--- config.mk ---
export PLATFORM = sky130hd
export DESIGN_NAME = pll_ctrl
export DESIGN_NICKNAME = d
export VERILOG_FILES = /design/src/rtl/pll_ctrl.sv
export SDC_FILE = /design/constraint.sdc
export NUM_CORES = 1
export LEC_CHECK = 0
export BUFFER_PORTS_ARGS = -buffer_cell sky130_fd_sc_hd__buf_2
export CORE_UTILIZATION = 55
export DETAILED_ROUTE_END_ITERATION = 8
export PLACE_DENSITY = 0.92
export SLEW_MARGIN = 20
export SYNTH_ARGS = -nofsm -noshare
export SYNTH_HDL_FRONTEND = slang
export SYNTH_SLANG_ARGS = --single-unit
--- constraint.sdc ---
create_clock -name clk_i -period 5.5 [get_ports clk_i]
set_input_delay 0.55 -clock clk_i [delete_from_list [all_inputs] [get_ports clk_i]]
set_output_delay 0.55 -clock clk_i [all_outputs]
set_load 0.02 [all_outputs]
--- src/rtl/pll_ctrl.sv ---
// PLL sequencer: owns the PLL reset and divider inputs, applies new divider
// configurations through a valid/ready handshake, waits for lock with a
// timeout and bounded retries, detects loss of lock and gates clk_en_o.
//
// Ports:
//   clk_i, srst_i             controller clock, synchronous active-high reset
//   cfg_valid_i/cfg_ready_o   divider configuration handshake
//   cfg_ref_div_i/fb_div_i    requested dividers
//   clear_i                   clear lol_o; restart from FAIL
//   pll_arst_no               PLL async reset, active-low
//   pll_ref_div_o/fb_div_o    registered dividers driven to the PLL
//   pll_locked_i              PLL lock, asynchronous to clk_i
//   clk_en_o, locked_o, fail_o, lol_o, busy_o, retry_cnt_o, state_o  status
module pll_ctrl #(
  parameter int unsigned REF_DIV_WIDTH   = 4,
  parameter int unsigned FB_DIV_WIDTH    = 8,
  parameter int unsigned DEFAULT_REF_DIV = 1,
  parameter int unsigned DEFAULT_FB_DIV  = 1,
  parameter int unsigned RESET_CYCLES    = 16,
  parameter int unsigned LOCK_TIMEOUT    = 4096,
  parameter int unsigned MAX_RETRIES     = 3,
  parameter int unsigned SYNC_STAGES     = 2
) (
  input  logic                               clk_i,
  input  logic                               srst_i,
  input  logic                               cfg_valid_i,
  output logic                               cfg_ready_o,
  input  logic [REF_DIV_WIDTH-1:0]           cfg_ref_div_i,
  input  logic [FB_DIV_WIDTH-1:0]            cfg_fb_div_i,
  input  logic                               clear_i,
  output logic                               pll_arst_no,
  output logic [REF_DIV_WIDTH-1:0]           pll_ref_div_o,
  output logic [FB_DIV_WIDTH-1:0]            pll_fb_div_o,
  input  logic                               pll_locked_i,
  output logic                               clk_en_o,
  output logic                               locked_o,
  output logic                               fail_o,
  output logic                               lol_o,
  output logic                               busy_o,
  output logic [$clog2(MAX_RETRIES+1)-1:0]   retry_cnt_o,
  output logic [2:0]                         state_o
);

  localparam int unsigned RstW   = (RESET_CYCLES > 1) ? $clog2(RESET_CYCLES) : 1;
  localparam int unsigned TmoW   = $clog2(LOCK_TIMEOUT);
  localparam int unsigned RetryW = $clog2(MAX_RETRIES + 1);

  localparam logic [RstW-1:0]          RstLast    = RstW'(RESET_CYCLES - 1);
  localparam logic [TmoW-1:0]          TmoLast    = TmoW'(LOCK_TIMEOUT - 1);
  localparam logic [RetryW-1:0]        RetryMax   = RetryW'(MAX_RETRIES);
  localparam logic [REF_DIV_WIDTH-1:0] RefDefault = REF_DIV_WIDTH'(DEFAULT_REF_DIV);
  localparam logic [FB_DIV_WIDTH-1:0]  FbDefault  = FB_DIV_WIDTH'(DEFAULT_FB_DIV);

  typedef enum logic [1:0] {
    StPllRst   = 2'd0,
    StWaitLock = 2'd1,
    StLocked   = 2'd2,
    StFail     = 2'd3
  } state_e;

  state_e                    state_q, state_d;
  logic [RstW-1:0]           rst_cnt_q, rst_cnt_d;
  logic [TmoW-1:0]           tmo_cnt_q, tmo_cnt_d;
  logic [RetryW-1:0]         retry_q, retry_d;
  logic                      lol_q, lol_d;
  logic [REF_DIV_WIDTH-1:0]  ref_div_q, ref_div_d;
  logic [FB_DIV_WIDTH-1:0]   fb_div_q, fb_div_d;
  logic [SYNC_STAGES-1:0]    sync_q;
  logic                      lk_s;
  logic                      cfg_hs;
  logic                      lol_set;
  logic                      cfg_latch;

  assign lk_s   = sync_q[SYNC_STAGES-1];
  // cfg_ready_o is decoded from state only, so this has no comb path to ready.
  assign cfg_hs = cfg_valid_i & cfg_ready_o;

  // State register
  always_ff @(posedge clk_i) begin
    if (srst_i) begin
      state_q   <= StPllRst;
      rst_cnt_q <= '0;
      tmo_cnt_q <= '0;
      retry_q   <= '0;
      lol_q     <= 1'b0;
      ref_div_q <= RefDefault;
      fb_div_q  <= FbDefault;
      sync_q    <= '0;
    end else begin
      state_q   <= state_d;
      rst_cnt_q <= rst_cnt_d;
      tmo_cnt_q <= tmo_cnt_d;
      retry_q   <= retry_d;
      lol_q     <= lol_d;
      ref_div_q <= ref_div_d;
      fb_div_q  <= fb_div_d;
      sync_q    <= {sync_q[SYNC_STAGES-2:0], pll_locked_i};
    end
  end

  // Next-state logic. Counters default to zero so they are clear on entry.
  always_comb begin
    state_d   = state_q;
    rst_cnt_d = '0;
    tmo_cnt_d = '0;
    retry_d   = retry_q;
    lol_set   = 1'b0;
    cfg_latch = 1'b0;
    unique case (state_q)
      StPllRst: begin
        if (rst_cnt_q == RstLast) begin
          state_d = StWaitLock;
        end else begin
          rst_cnt_d = rst_cnt_q + 1'b1;
        end
      end
      StWaitLock: begin
        // Lock is checked first so it wins over a coincident timeout.
        if (lk_s) begin
          state_d = StLocked;
        end else if (tmo_cnt_q == TmoLast) begin
          if (retry_q < RetryMax) begin
            retry_d = retry_q + 1'b1;
            state_d = StPllRst;
          end else begin
            state_d = StFail;
          end
        end else begin
          tmo_cnt_d = tmo_cnt_q + 1'b1;
        end
      end
      StLocked: begin
        if (cfg_hs) begin
          cfg_latch = 1'b1;
          retry_d   = '0;
          state_d   = StPllRst;
        end else if (!lk_s) begin
          // Loss of lock: wait for relock without resetting the PLL.
          lol_set = 1'b1;
          retry_d = '0;
          state_d = StWaitLock;
        end
      end
      StFail: begin
        if (cfg_hs) begin
          cfg_latch = 1'b1;
          retry_d   = '0;
          state_d   = StPllRst;
        end else if (clear_i) begin
          retry_d = '0;
          state_d = StPllRst;
        end
      end
      default: state_d = StPllRst;
    endcase

    ref_div_d = cfg_latch ? cfg_ref_div_i : ref_div_q;
    fb_div_d  = cfg_latch ? cfg_fb_div_i : fb_div_q;

    if (lol_set) begin
      lol_d = 1'b1;
    end else if (clear_i) begin
      lol_d = 1'b0;
    end else begin
      lol_d = lol_q;
    end
  end

  // Outputs decoded from registered state
  always_comb begin
    pll_arst_no = (state_q == StWaitLock) || (state_q == StLocked);
    clk_en_o    = (state_q == StLocked);
    locked_o    = (state_q == StLocked);
    fail_o      = (state_q == StFail);
    cfg_ready_o = (state_q == StLocked) || (state_q == StFail);
    busy_o      = (state_q == StPllRst) || (state_q == StWaitLock);
    state_o     = {1'b0, state_q};
  end

  assign pll_ref_div_o = ref_div_q;
  assign pll_fb_div_o  = fb_div_q;
  assign lol_o         = lol_q;
  assign retry_cnt_o   = retry_q;

endmodule

==> Word level (Yosys, flattened, before mapping) <==
Index checks and enable logic that the tools add are counted.
{ "classes": {"n_mux": 22, "n_addsub": 3, "n_div": 0, "mul": 0, "bitwise_logic": 3, "shift": 0, "n_lt_le_gt_ge": 1, "n_reduce_logical": 11, "eq_ne": 12} }
{ "op_table": {"columns": ["op", "n"], "rows": [
  ["2-to-1 mux 2 bit", 13],
  ["adder 12 x 1 -> 12 bit (second input constant)", 1],
  ["== test 12 bit (second input constant)", 1],
  ["!= test 2 bit (second input constant)", 4],
  ["one-hot mux 2 bit (4 select lines)", 1],
  ["2-to-1 mux 1 bit", 7],
  ["!= test 3 x 2 -> 1 bit (second input constant)", 2],
  ["one-hot mux 2 bit (3 select lines)", 1],
  ["AND reduction 6 bit", 1],
  ["adder 4 x 1 -> 4 bit (second input constant)", 1],
  ["== test 2 bit (second input constant)", 2],
  ["== test 4 bit (second input constant)", 1],
  ["AND reduction 4 bit", 1],
  ["OR reduction 4 bit", 1],
  ["logical OR 1 bit", 3],
  ["!= test 3 bit (second input constant)", 1],
  ["nonzero test 3 bit", 1],
  ["OR reduction 3 bit", 1],
  ["adder 2 x 1 -> 2 bit (second input constant)", 1],
  ["== test 2 x 1 -> 1 bit (second input constant)", 1],
  ["logical NOT 2 bit", 1],
  ["less-than comparator 2 bit (second input constant)", 1],
  ["inverter 1 bit", 2],
  ["nonzero test 2 bit", 1],
  ["other kinds (2)", 2]
]} }
{ "word_totals": {"mem_count": 0, "ff_bits": 35, "mem_bits_ro": 0, "input_bits": 17, "latch_bits": 0, "word_cells": 60, "mem_bits_rw": 0, "output_inout_bits": 24} }

==> Logic depth before layout (Yosys ltp) <==
Gate-level depths: netlist (run 1).
{ "depth": {"ltp_word": 6, "ltp_mapped": 7, "depth_no_buf": 6} }

==> Worst setup path before layout (run 1) <==
OpenSTA, ideal clock, no wires.
{ "synth_path": {"kind": "reg2reg", "startpoint": "register state_q[0]", "endpoint": "register retry_q[1], in the netlist retry_cnt_o[1]", "required_ps": 5383, "setup_time_ps": 117, "arrival_time_ps": 1941, "path_slack_ps": 3442, "stages_incl_launch_ff": 6, "synth_period_minus_slack_ps": 2058, "path_buffers": 0, "cell_sequence": "dfxtp_1 ha_1 or3b_4 nor4_4 mux2_1 a32o_2"} }
{ "synth_between": {"elab_chain_cells": 5, "word_cells_on_any_way": 15, "classes_between": "eq/ne (8); mux (3); bitwise (1); reduce/logical (3)"} }
{ "synth_lines": {"columns": ["element", "line_no", "rtl"], "rows": [
  ["start, declared", "61", "state_e state_q, state_d;"],
  ["start signal, assigned", "81", "state_q <= StPllRst;"],
  ["start signal, assigned", "90", "state_q <= state_d;"],
  ["== test 2 bit", "109, 175", null],
  ["logical OR 1 bit", "175", "cfg_ready_o = (state_q == StLocked) || (state_q == StFail);"],
  ["AND 1 bit", "76", "assign cfg_hs = cfg_valid_i & cfg_ready_o;"],
  ["!= test 3 x 2 -> 1 bit (no line) (tied with other cells)", null, null],
  ["AND reduction 6 bit (no line) / one-hot mux 2 bit (3 select lines) (equally long branches)", null, null],
  ["end signal, assigned", "93", "retry_q <= retry_d;"],
  ["end, declared", "64", "logic [RetryW-1:0] retry_q, retry_d;"]
]} }
Several ways; a longest one is shown, not always the timed one.
A chain may end at the register's enable or synchronous reset.

==> Worst setup path after layout (run 1) <==
{ "layout_path": {"startpoint": "register state_q[0]", "endpoint": "output cfg_ready_o"} }
{ "layout_between": {"elab_chain_cells": 2, "word_cells_on_any_way": 3, "classes_between": "eq/ne (2); reduce/logical (1)"} }
{ "layout_lines": {"columns": ["element", "line_no", "rtl"], "rows": [
  ["== test 2 bit", "175", null],
  ["logical OR 1 bit (*)", "175", null],
  ["end, declared", "27", "output logic cfg_ready_o,"]
]} }
Every way passes the cells marked *; elsewhere a longest branch is shown, timed or not.

==> results of run 1 <==
## layer usage
| metal | vias to the layer above | share of wire [%] |
|---|---|---|
| met5 | - | 0 |
| met1 | 575 | 45 |
| met3 | 5 | 5.4 |
| met4 | 0 | 1.6 |
| li1 | 660 | - |
| met2 | 31 | 48 |
## synthesized netlist by cell type (3+ instances only)
cell      count
ha_1          8
inv_1        10
nand3_1       8
a21oi_1      13
nor2b_1       4
buf_4         3
dfxtp_1      35
xnor2_1       7
nor2_1       22
nand2_1      30
clkbuf_1      4
xor2_1        5
o21ai_0       3
## power by group through the flow
stage / logic (uW) / clock network, uW / registers [uW]
floorplan: 23.2 / 0 / 267
global placement: 33.7 / 0 / 267
detailed placement: 34.0 / 0 / 268
CTS: 34.2 / 196 / 262
global route: 38.3 / 206 / 263
finish: 33.9 / 192 / 262
## worst max-delay path by stage
stage | from | endpoint | slack [ps] | depth (start not counted)
floorplan | state_q[0] | retry_cnt_o[1] | 3440 | 5
global placement | state_q[1] | retry_cnt_o[1] | 3490 | 6
detailed placement | state_q[1] | retry_cnt_o[1] | 3430 | 6
CTS | state_q[0] | cfg_ready_o | 3260 | 5
global route | state_q[0] | cfg_ready_o | 3140 | 5
finish | state_q[0] | cfg_ready_o | 3260 | 5
## registers in the layout, summed over array words and instances (netlist names)
| register | cells |
|---|---|
| retry_cnt_o | 2 |
| pll_ref_div_o | 4 |
| lol_o | 1 |
| rst_cnt_q | 4 |
| pll_fb_div_o | 8 |
| sync_q | 2 |
| state_q | 2 |
| tmo_cnt_q | 12 |
## critical path: stages (launching register included)
cell     delay (ps)
dfxtp_1         420
inv_1           120
ha_1            300
nor2_1          240
inv_1           110
buf_2           170
## cell families (layout without fill, tap and decap cells)
family / Yosys count / count (layout) / share of synthesized area, %
fa+ha+maj: 8 / 8 / 6.48
buf+inv: 17 / 58 / 4.86
xor+xnor: 12 / 12 / 6.80
mux: 2 / 2 / 1.38
simple gates: 80 / 80 / 25.7
compound gates: 22 / 22 / 9.23
other cells: 1 / 1 / 0.243
flops: 35 / 35 / 45.3
## final cells by class
| class | count | area share (%) |
|---|---|---|
| Clock buffer | 6 | 2.80 |
| Clock inverter | 2 | 1.91 |
| Inverter | 10 | 2.05 |
| Multi-Input combinational cell | 125 | 42.0 |
| Sequential cell | 35 | 38.2 |
| Tap cell | 30 | 2.05 |
| Timing Repair Buffer | 40 | 11.1 |
## metrics by stage
stage,cell area (sq um),total power (uW)
after global routing,1830,507
after global placement,1750,301
after floorplan,1550,291
final,1830,488
after detailed placement,1750,302
after CTS,1830,492
==> metrics.yaml, run 1 <==
switching_share_pct: 22.1
ys_types: 35
worstPathRequired_ps: 4950
rrSetupSlack_ps: 3420
hold_path.class: "primary input to flop"
hold_path.startpoint: "pll_locked_i"
die_w_um: 55.0
outcome: "finished clean"
antenna_found_initial: 0
finalClockSkew_ps: 14.4
grt_busiest_layer: "met2"
worstHoldPathCells: 2
clk_pin_slew_ps: 100
synth-edff-count: 0
rr_endpoint: "retry_cnt_o[1]"
fin_crit_ps: 2240
yosysTopAreaCell: "dfxtp_1"
p_int_uw: 380
drt_iter0_markers: 20
crit_fanout: 7
finalHoldViolations: 0
track_usage_pct: 23.0
min_to: "sync_q[0]"
yosysSeqAreaShare_pct: 45.3
async_flop_share_pct: 0
cts.path.max_buffers: 2
place_inst: 240
startpoint_type: "flop"
dp_hpwl_um: 2210
regArea_sq_um: 701
seqPwrFrac_pct: 53.7
port_buffers: 39
grt_use_met2_pct: 36.7
ys.flop_type: "dfxtp_1"
drive_gt1_share_pct: 25.2
path_class: "flop to primary output"
ir_worst_vdd_uv: 282
timing.final.crit_share_pct: 40.8
tns_ps: 0
yosysTopAreaCellShare_pct: 45.3
cts_buffers: 5
cap_viol_max_count: 0
area_growth_pct: 18.7
synthesis.nets: 202
multiInputGateArea_sq_um: 769
nFillCells: 213
cts_resized: 0
coreArea_sq_um: 2570
start_util_pct: 60.2
grt_pass1_wl_um: 4740
grt_util_met1_pct: 26.6
cts_tree: "built"
cts_max_level: 2
vias: 1271
leakagePower_uw: 0.000815
finalSetupViolations: 0
whs_ps: 420
use_met3_pct: 6.56
final_antenna_net_count: 0
die-area_sq_um: 3030
cts_hold_buf: 0
fp.dieH_um: 55.0
synth_area_leaders: "dfxtp_1 (45%), nand2_1 (7.3%), ha_1 (6.5%), nor2_1 (5.3%), a21oi_1 (4.2%)"
io_pins: 41
synth_area_sq_um: 1550
gr-total-overflow: 0
avgSynthCellArea_sq_um: 8.73
postCtsSetupBuffers: 0
clk_latency_ps: 340
worstMarginPinSlew_ps: 750
pre_cts_ws_ps: 3430
wl_per_cell_um: 12.0
gp_congestion: 0.806
layout_commonest_cell: "buf_2"
cp-end-kind: "primary output"
antenna_cells: 0
switchingPower_uw: 108
mostFrequentLayoutCells: "buf_2 (39), dfxtp_1 (35), nand2_1 (30)"
fin_ws_ps: 3260
instances_no_fill: 248
worstPathArrival_ps: 1690
row_count: 18
remaining_drc_errors: 0
fmax_mhz: 446
yosysWarnings: 0
ys_seq_elements: 35
drt-total-wl_um: 2980
nets: 242
grt_setup_unrepaired: "false"
p_clk_share_pct: 39.4
cts-root-buf: "clkbuf_4"
r2r_cells: 6
final_util_pct: 71.4
power_density_nw_per_um2: 266
drv_slew: 0
syn_inst: 177
maxSlewHeadroom_pct: 49.8
reg2reg_from: "state_q[1]"
cts.sinks: 35
viasPerCell: 5.13
grt_max_degree: 19
firstDrtPassIters: 4
power_frac_comb_pct: 6.9
grt_pass1_vias: 1142
(Power assumes the default switching activity.)
==> run 2: changes to the inputs <==
Settings changed: CORE_UTILIZATION 55 to 46, PLACE_DENSITY 0.92 to 0.83.
Clock period 5.5 ns to 1.8 ns, I/O delays scaled along.
==> run 2 against run 1 <==
  * Register-to-register slack got worse by 3400 ps
  * Sequential power increased to 3.0 times the previous value
  * Sequential share of layout area decreased by 1.8 points
  * Clock skew decreased by 8.6 ps
  * Die area increased by 19%
  * Via count increased by 2.1%
  * Cell count increased by 8.9%
  * Power increased to 2.7 times the previous value
  * Largest cell class unchanged
  * Highest routed layer unchanged
==> metrics.yaml, run 2 (synthesized netlist as in run 1, its figures left out) <==
total_power_uw: 1330  # +170%
hold_path.class: "primary input to flop"
cts.sinks: 35  # unchanged
multiInputGateArea_sq_um: 821  # +6.7%
tns_ps: 0  # unchanged
gp_congestion: 0.826  # +2.5%
fin_crit_ps: 1780
coreArea_sq_um: 3130  # +22%
remaining_drc_errors: 0  # unchanged
drt_iter0_markers: 28  # +40%
clk_pin_slew_ps: 110  # about the same
gr-total-overflow: 0  # unchanged
die_w_um: 60.0  # +9.0%
io_pins: 41  # unchanged
drive_gt1_share_pct: 33.2  # +8.0 points
port_buffers: 39  # unchanged
cap_viol_max_count: 0  # unchanged
cp-end-kind: "flop"
slowest_delay_ps: 380  # -40 ps
firstDrtPassIters: 4  # unchanged
crit_fanout: 4  # -3
finalHoldViolations: 0  # unchanged
power_density_nw_per_um2: 677  # +150%
crit_chain: "inv_4 -> ha_4 -> or3b_4 -> nor4_4 -> mux2_4 -> a32o_2"
drv_slew: 0  # unchanged
track_usage_pct: 19.2  # -3.7 points
layout_commonest_cell: "buf_2"
fp.dieH_um: 60.0  # +9.0%
area_growth_pct: 27.0
mostFrequentLayoutCells: "buf_2 (39), dfxtp_1 (31), nand2_1 (30)"
fin_area_sq_um: 1960  # +7.0%
vias: 1298  # +2.1%
cts_buffers: 5  # unchanged
path_class: "flop to flop"
leakagePower_uw: 0.000844  # +3.6%
clk_latency_ps: 330  # about the same
largest_reg_flops: 12  # unchanged
grt_pass1_vias: 1166  # +2.1%
placed_area_sq_um: 1870  # +7.0%
cpMaxStageDelayCell: "dfxtp_4"
viasPerCell: 4.81  # -6.2%
antenna_cells: 0  # unchanged
grt_setup_unrepaired: "true"
row_count: 20  # +2
antenna_found_initial: 0  # unchanged
startpoint_type: "flop"
wl_per_cell_um: 11.4  # -4.8%
cts.path.max_buffers: 2  # unchanged
cts_tree: "built"
regArea_sq_um: 713  # +1.8%
final_antenna_net_count: 0  # unchanged
cts-root-buf: "clkbuf_4"
finalSetupViolations: 0  # unchanged
ir_worst_vdd_uv: 502  # +78%
worstPathArrival_ps: 2010  # +320 ps
worstPathRequired_ps: 2030  # -2920 ps
fmax_mhz: 561
whs_ps: 52.8  # -368 ps
cts_max_level: 2  # unchanged
grt_pass1_wl_um: 5060  # +6.8%
die-area_sq_um: 3600  # +19%
start_util_pct: 49.4  # -11 points
timing.final.crit_share_pct: 99.1
grt_max_degree: 19  # unchanged
dp_hpwl_um: 2340  # +5.6%
regMostFlops: "tmo_cnt_q"
nets: 250  # +3.3%
finalClockSkew_ps: 5.75  # -8.63 ps
nFillCells: 289  # +36%
outcome: "finished clean"
cts_hold_buf: 0  # unchanged
drt-total-wl_um: 3090  # +3.6%
==> run 2: changes by cell type in the layout (fill, tap and decap cells not counted), moves of 3 or more <==
cell / before / now
dfxtp_1: 35 / 31
dfxtp_4: 0 / 3
buf_4: 1 / 8
ha_1: 8 / 5
==> run 2: path summary, 6_finish.rpt <==
check                                startpoint         endpoint  slack, ps  depth (start not counted)
worst max-delay path                 state_q[1]   retry_cnt_o[1]         20                          6
worst min-delay path            cfg_fb_div_i[0]  pll_fb_div_o[0]         50                          3
worst max register to register       state_q[1]   retry_cnt_o[1]         20                          6
worst min register to register        sync_q[0]        sync_q[1]        460                          1
==> run 2: through the flow <==
step                utilization (%)  cells  setup slack, ps
finish                         62.7    270             17.0
global route                   62.7    270             -104
CTS                            61.9    269            -1.61
detailed placement             59.8    261            -55.5
global placement               59.8    261             48.9
floorplan                         -    177             3.42
==> run 2: cell type report <==
class	instances	area share, %
Inverter	10	2.04
Sequential cell	35	36.4
Clock inverter	3	1.02
Timing Repair Buffer	48	14.0
Clock buffer	5	1.91
Multi-Input combinational cell	125	41.8
Tap cell	44	2.81
==> run 2: critical path: cells and delay by family, from the launching register on <==
family          cells  cell delay (ps)
mux                 1              330
flops               1              380
buf+inv             1               70
simple gates        2              560
compound gates      1              210
fa+ha+maj           1              140
==> run 2: routing by layer <==
metal / part of all wire (%) / global-route usage, % / up-vias
met5: 0 / 0 / -
met4: 1.8 / 8.64 / 0
met3: 5.0 / 6.06 / 6
met2: 44 / 28.6 / 36
met1: 49 / 25.4 / 576
li1: - / - / 680
==> run 2: report_power, final <==
part	leakage, uW	internal [uW]	total, uW	switching, uW
sequential	0.000286	785	797	11.3
combinational	0.000531	54.1	119	64.8
clock	0.0000272	149	412	263
==> run 2: timing repair <==
item / CTS / global route
setup buffers: 0 / 1
setup endpoints to repair: 11 / 4
pin swaps: 0 / 1
gates resized for setup: 3 / 5
==> run 3: changes to the inputs <==
Settings changed: BUFFER_PORTS_ARGS -buffer_cell sky130_fd_sc_hd__buf_2 to -buffer_cell sky130_fd_sc_hd__clkbuf_2.
==> run 3 against run 2 <==
  * First-iteration DRC count increased by 43%
  * Count of clock-buffer cells in the layout stayed put
  * Critical path type unchanged
  * Worst setup slack gained 18 ps
  * Wire length rose by 1.6%
  * Via count rose by 1.8%
  * Die area is the same
  * Global-route usage up 0.19 points
==> metrics.yaml, run 3 (synthesized netlist as in run 1, its figures left out) <==
pre_cts_ws_ps: 3.37  # +58.8 ps
remaining_drc_errors: 0  # unchanged
worstPathArrival_ps: 2000  # about the same
wl_per_cell_um: 11.5  # +0.44%
die_w_um: 60.0  # unchanged
area_growth_pct: 29.1
crit_fanout: 4  # unchanged
top_layer: "met4"
antenna_cells: 0  # unchanged
largest_reg_flops: 12  # unchanged
viasPerCell: 4.84  # +0.73%
cts.path.max_buffers: 2  # unchanged
rr_endpoint: "retry_cnt_o[1]"
leakagePower_uw: 0.000866  # +2.6%
vias: 1322  # +1.8%
cp-end-kind: "flop"
cts_tree: "built"
cts_hold_buf: 0  # unchanged
worstPathRequired_ps: 2040  # about the same
hold_path.class: "primary input to flop"
io_pins: 41  # unchanged
nets: 253  # +1.2%
wirelength_met1_um: 1500  # -1.1%
total_power_uw: 1470  # +11%
firstDrtPassIters: 4  # unchanged
whs_ps: 42.8  # -9.90 ps
r2r_cells: 6  # unchanged
critPathLaunch: "state_q[1]"
fmax_mhz: 566  # +1.0%
fp.dieH_um: 60.0  # unchanged
power_density_nw_per_um2: 739  # +9.1%
clk_latency_ps: 340  # about the same
finalHoldViolations: 0  # unchanged
cts_max_level: 2  # unchanged
row_count: 20  # unchanged
drv_slew: 0  # unchanged
start_util_pct: 49.4  # unchanged
cap_viol_max_count: 0  # unchanged
coreArea_sq_um: 3130  # unchanged
cts.sinks: 35  # unchanged
drt-total-wl_um: 3130  # +1.6%
port_buffers: 39  # unchanged
track_usage_pct: 19.4  # +0.19 points
path_class: "flop to flop"
finalClockSkew_ps: 15.1  # +9.39 ps
dp_hpwl_um: 2360  # +0.98%
grt_setup_unrepaired: "true"
place_inst: 262  # +0.38%
finalSetupViolations: 0  # unchanged
regMostFlops: "tmo_cnt_q"
antenna_found_initial: 0  # unchanged
layout_commonest_cell: "clkbuf_2"
clk_pin_slew_ps: 110  # about the same
startpoint_type: "flop"
route.met2.wl_um: 1460  # +7.5%
mostFrequentLayoutCells: "clkbuf_2 (39), dfxtp_1 (31), nand2_1 (30)"
reg2reg_from: "state_q[1]"
ir_worst_vdd_uv: 611  # +22%
instances_no_fill: 273  # +1.1%
cts_buffers: 5  # unchanged
fin_ws_ps: 34.6  # +17.6 ps
gr-total-overflow: 0  # unchanged
timing.final.crit_share_pct: 98.1  # -0.98 points
drive_gt1_share_pct: 33.2  # about the same
grt_pass1_wl_um: 5090  # +0.41%
met3WireLength_um: 118  # -23%
grt_pass1_vias: 1168  # +0.17%
die-area_sq_um: 3600  # unchanged
drt_iter0_markers: 40  # +43%
cts-root-buf: "clkbuf_4"
rrSetupSlack_ps: 30  # +20 ps
cp-endpoint: "retry_cnt_o[1]"
gp_congestion: 0.755  # -8.6%
final_antenna_net_count: 0  # unchanged
fin_crit_ps: 1770  # -17.6 ps
outcome: "finished clean"
grt_max_degree: 19  # unchanged
run 3: cell count changes in the layout (fill, tap and decap cells not counted), sizes merged:
cell	previous run	this run
clkinvlp	2	0
buf	48	12
bufinv	0	1
clkinv	1	2
clkbuf	5	44
run 3: worst min path at each step:
stage	start	to	slack [ps]	cells past startpoint
after floorplan	cfg_fb_div_i[0]	pll_fb_div_o[0]	300	2
after global placement	cfg_ref_div_i[0]	pll_ref_div_o[0]	390	3
after detailed placement	cfg_fb_div_i[0]	pll_fb_div_o[0]	400	3
after CTS	cfg_fb_div_i[4]	pll_fb_div_o[4]	30	3
after global routing	cfg_fb_div_i[5]	pll_fb_div_o[5]	40	3
final	cfg_ref_div_i[0]	pll_ref_div_o[0]	40	3
run 3: worst max-delay path, cell delays in order, from the launching register on:
cell,delay (ps)
dfxtp_4,370
inv_4,60
ha_4,130
or3b_4,380
nor4_4,180
mux2_4,320
a32o_2,210
run 3: metrics by stage:
step / TNS (ps) / util [%] / cell area, sq um
finish: 0 / 63.8 / 2000
global route: -35.5 / 63.8 / 2000
CTS: 0 / 62.7 / 1960
detailed placement: 0 / 60.0 / 1880
global placement: 0 / 60.0 / 1880
floorplan: 0 / - / 1590
run 3: report_power, final:
part | internal [uW] | total [uW] | switching, uW | leakage, uW
logic | 53.7 | 117 | 63.8 | 0.000535
clock network | 292 | 560 | 267 | 0.0000452
registers | 785 | 797 | 11.7 | 0.000286
run 3: cell type report:
type                    instances  area (sq um)
clock buffers                   5          37.5
flip-flops and latches         35           713
multi-input cells             125           808
repair buffers                 51           298
well taps                      44          55.1
clock inverters                 3          43.8
inverters                      10          40.0
fillers                       267          1130
run 3: timing repair:
| item | CTS | global route |
|---|---|---|
| resized for setup | 1 | 3 |
| setup buffers | 0 | 3 |
| pin swaps | 0 | 1 |
| endpoints found under the setup margin | 2 | 2 |
run 3: routing by layer:
| layer | vias up | global-route usage, % |
|---|---|---|
| li1 | 693 | - |
| met1 | 595 | 26.2 |
| met4 | 0 | 8.64 |
| met2 | 28 | 28.1 |
| met3 | 6 | 6.49 |
| met5 | - | 0 |
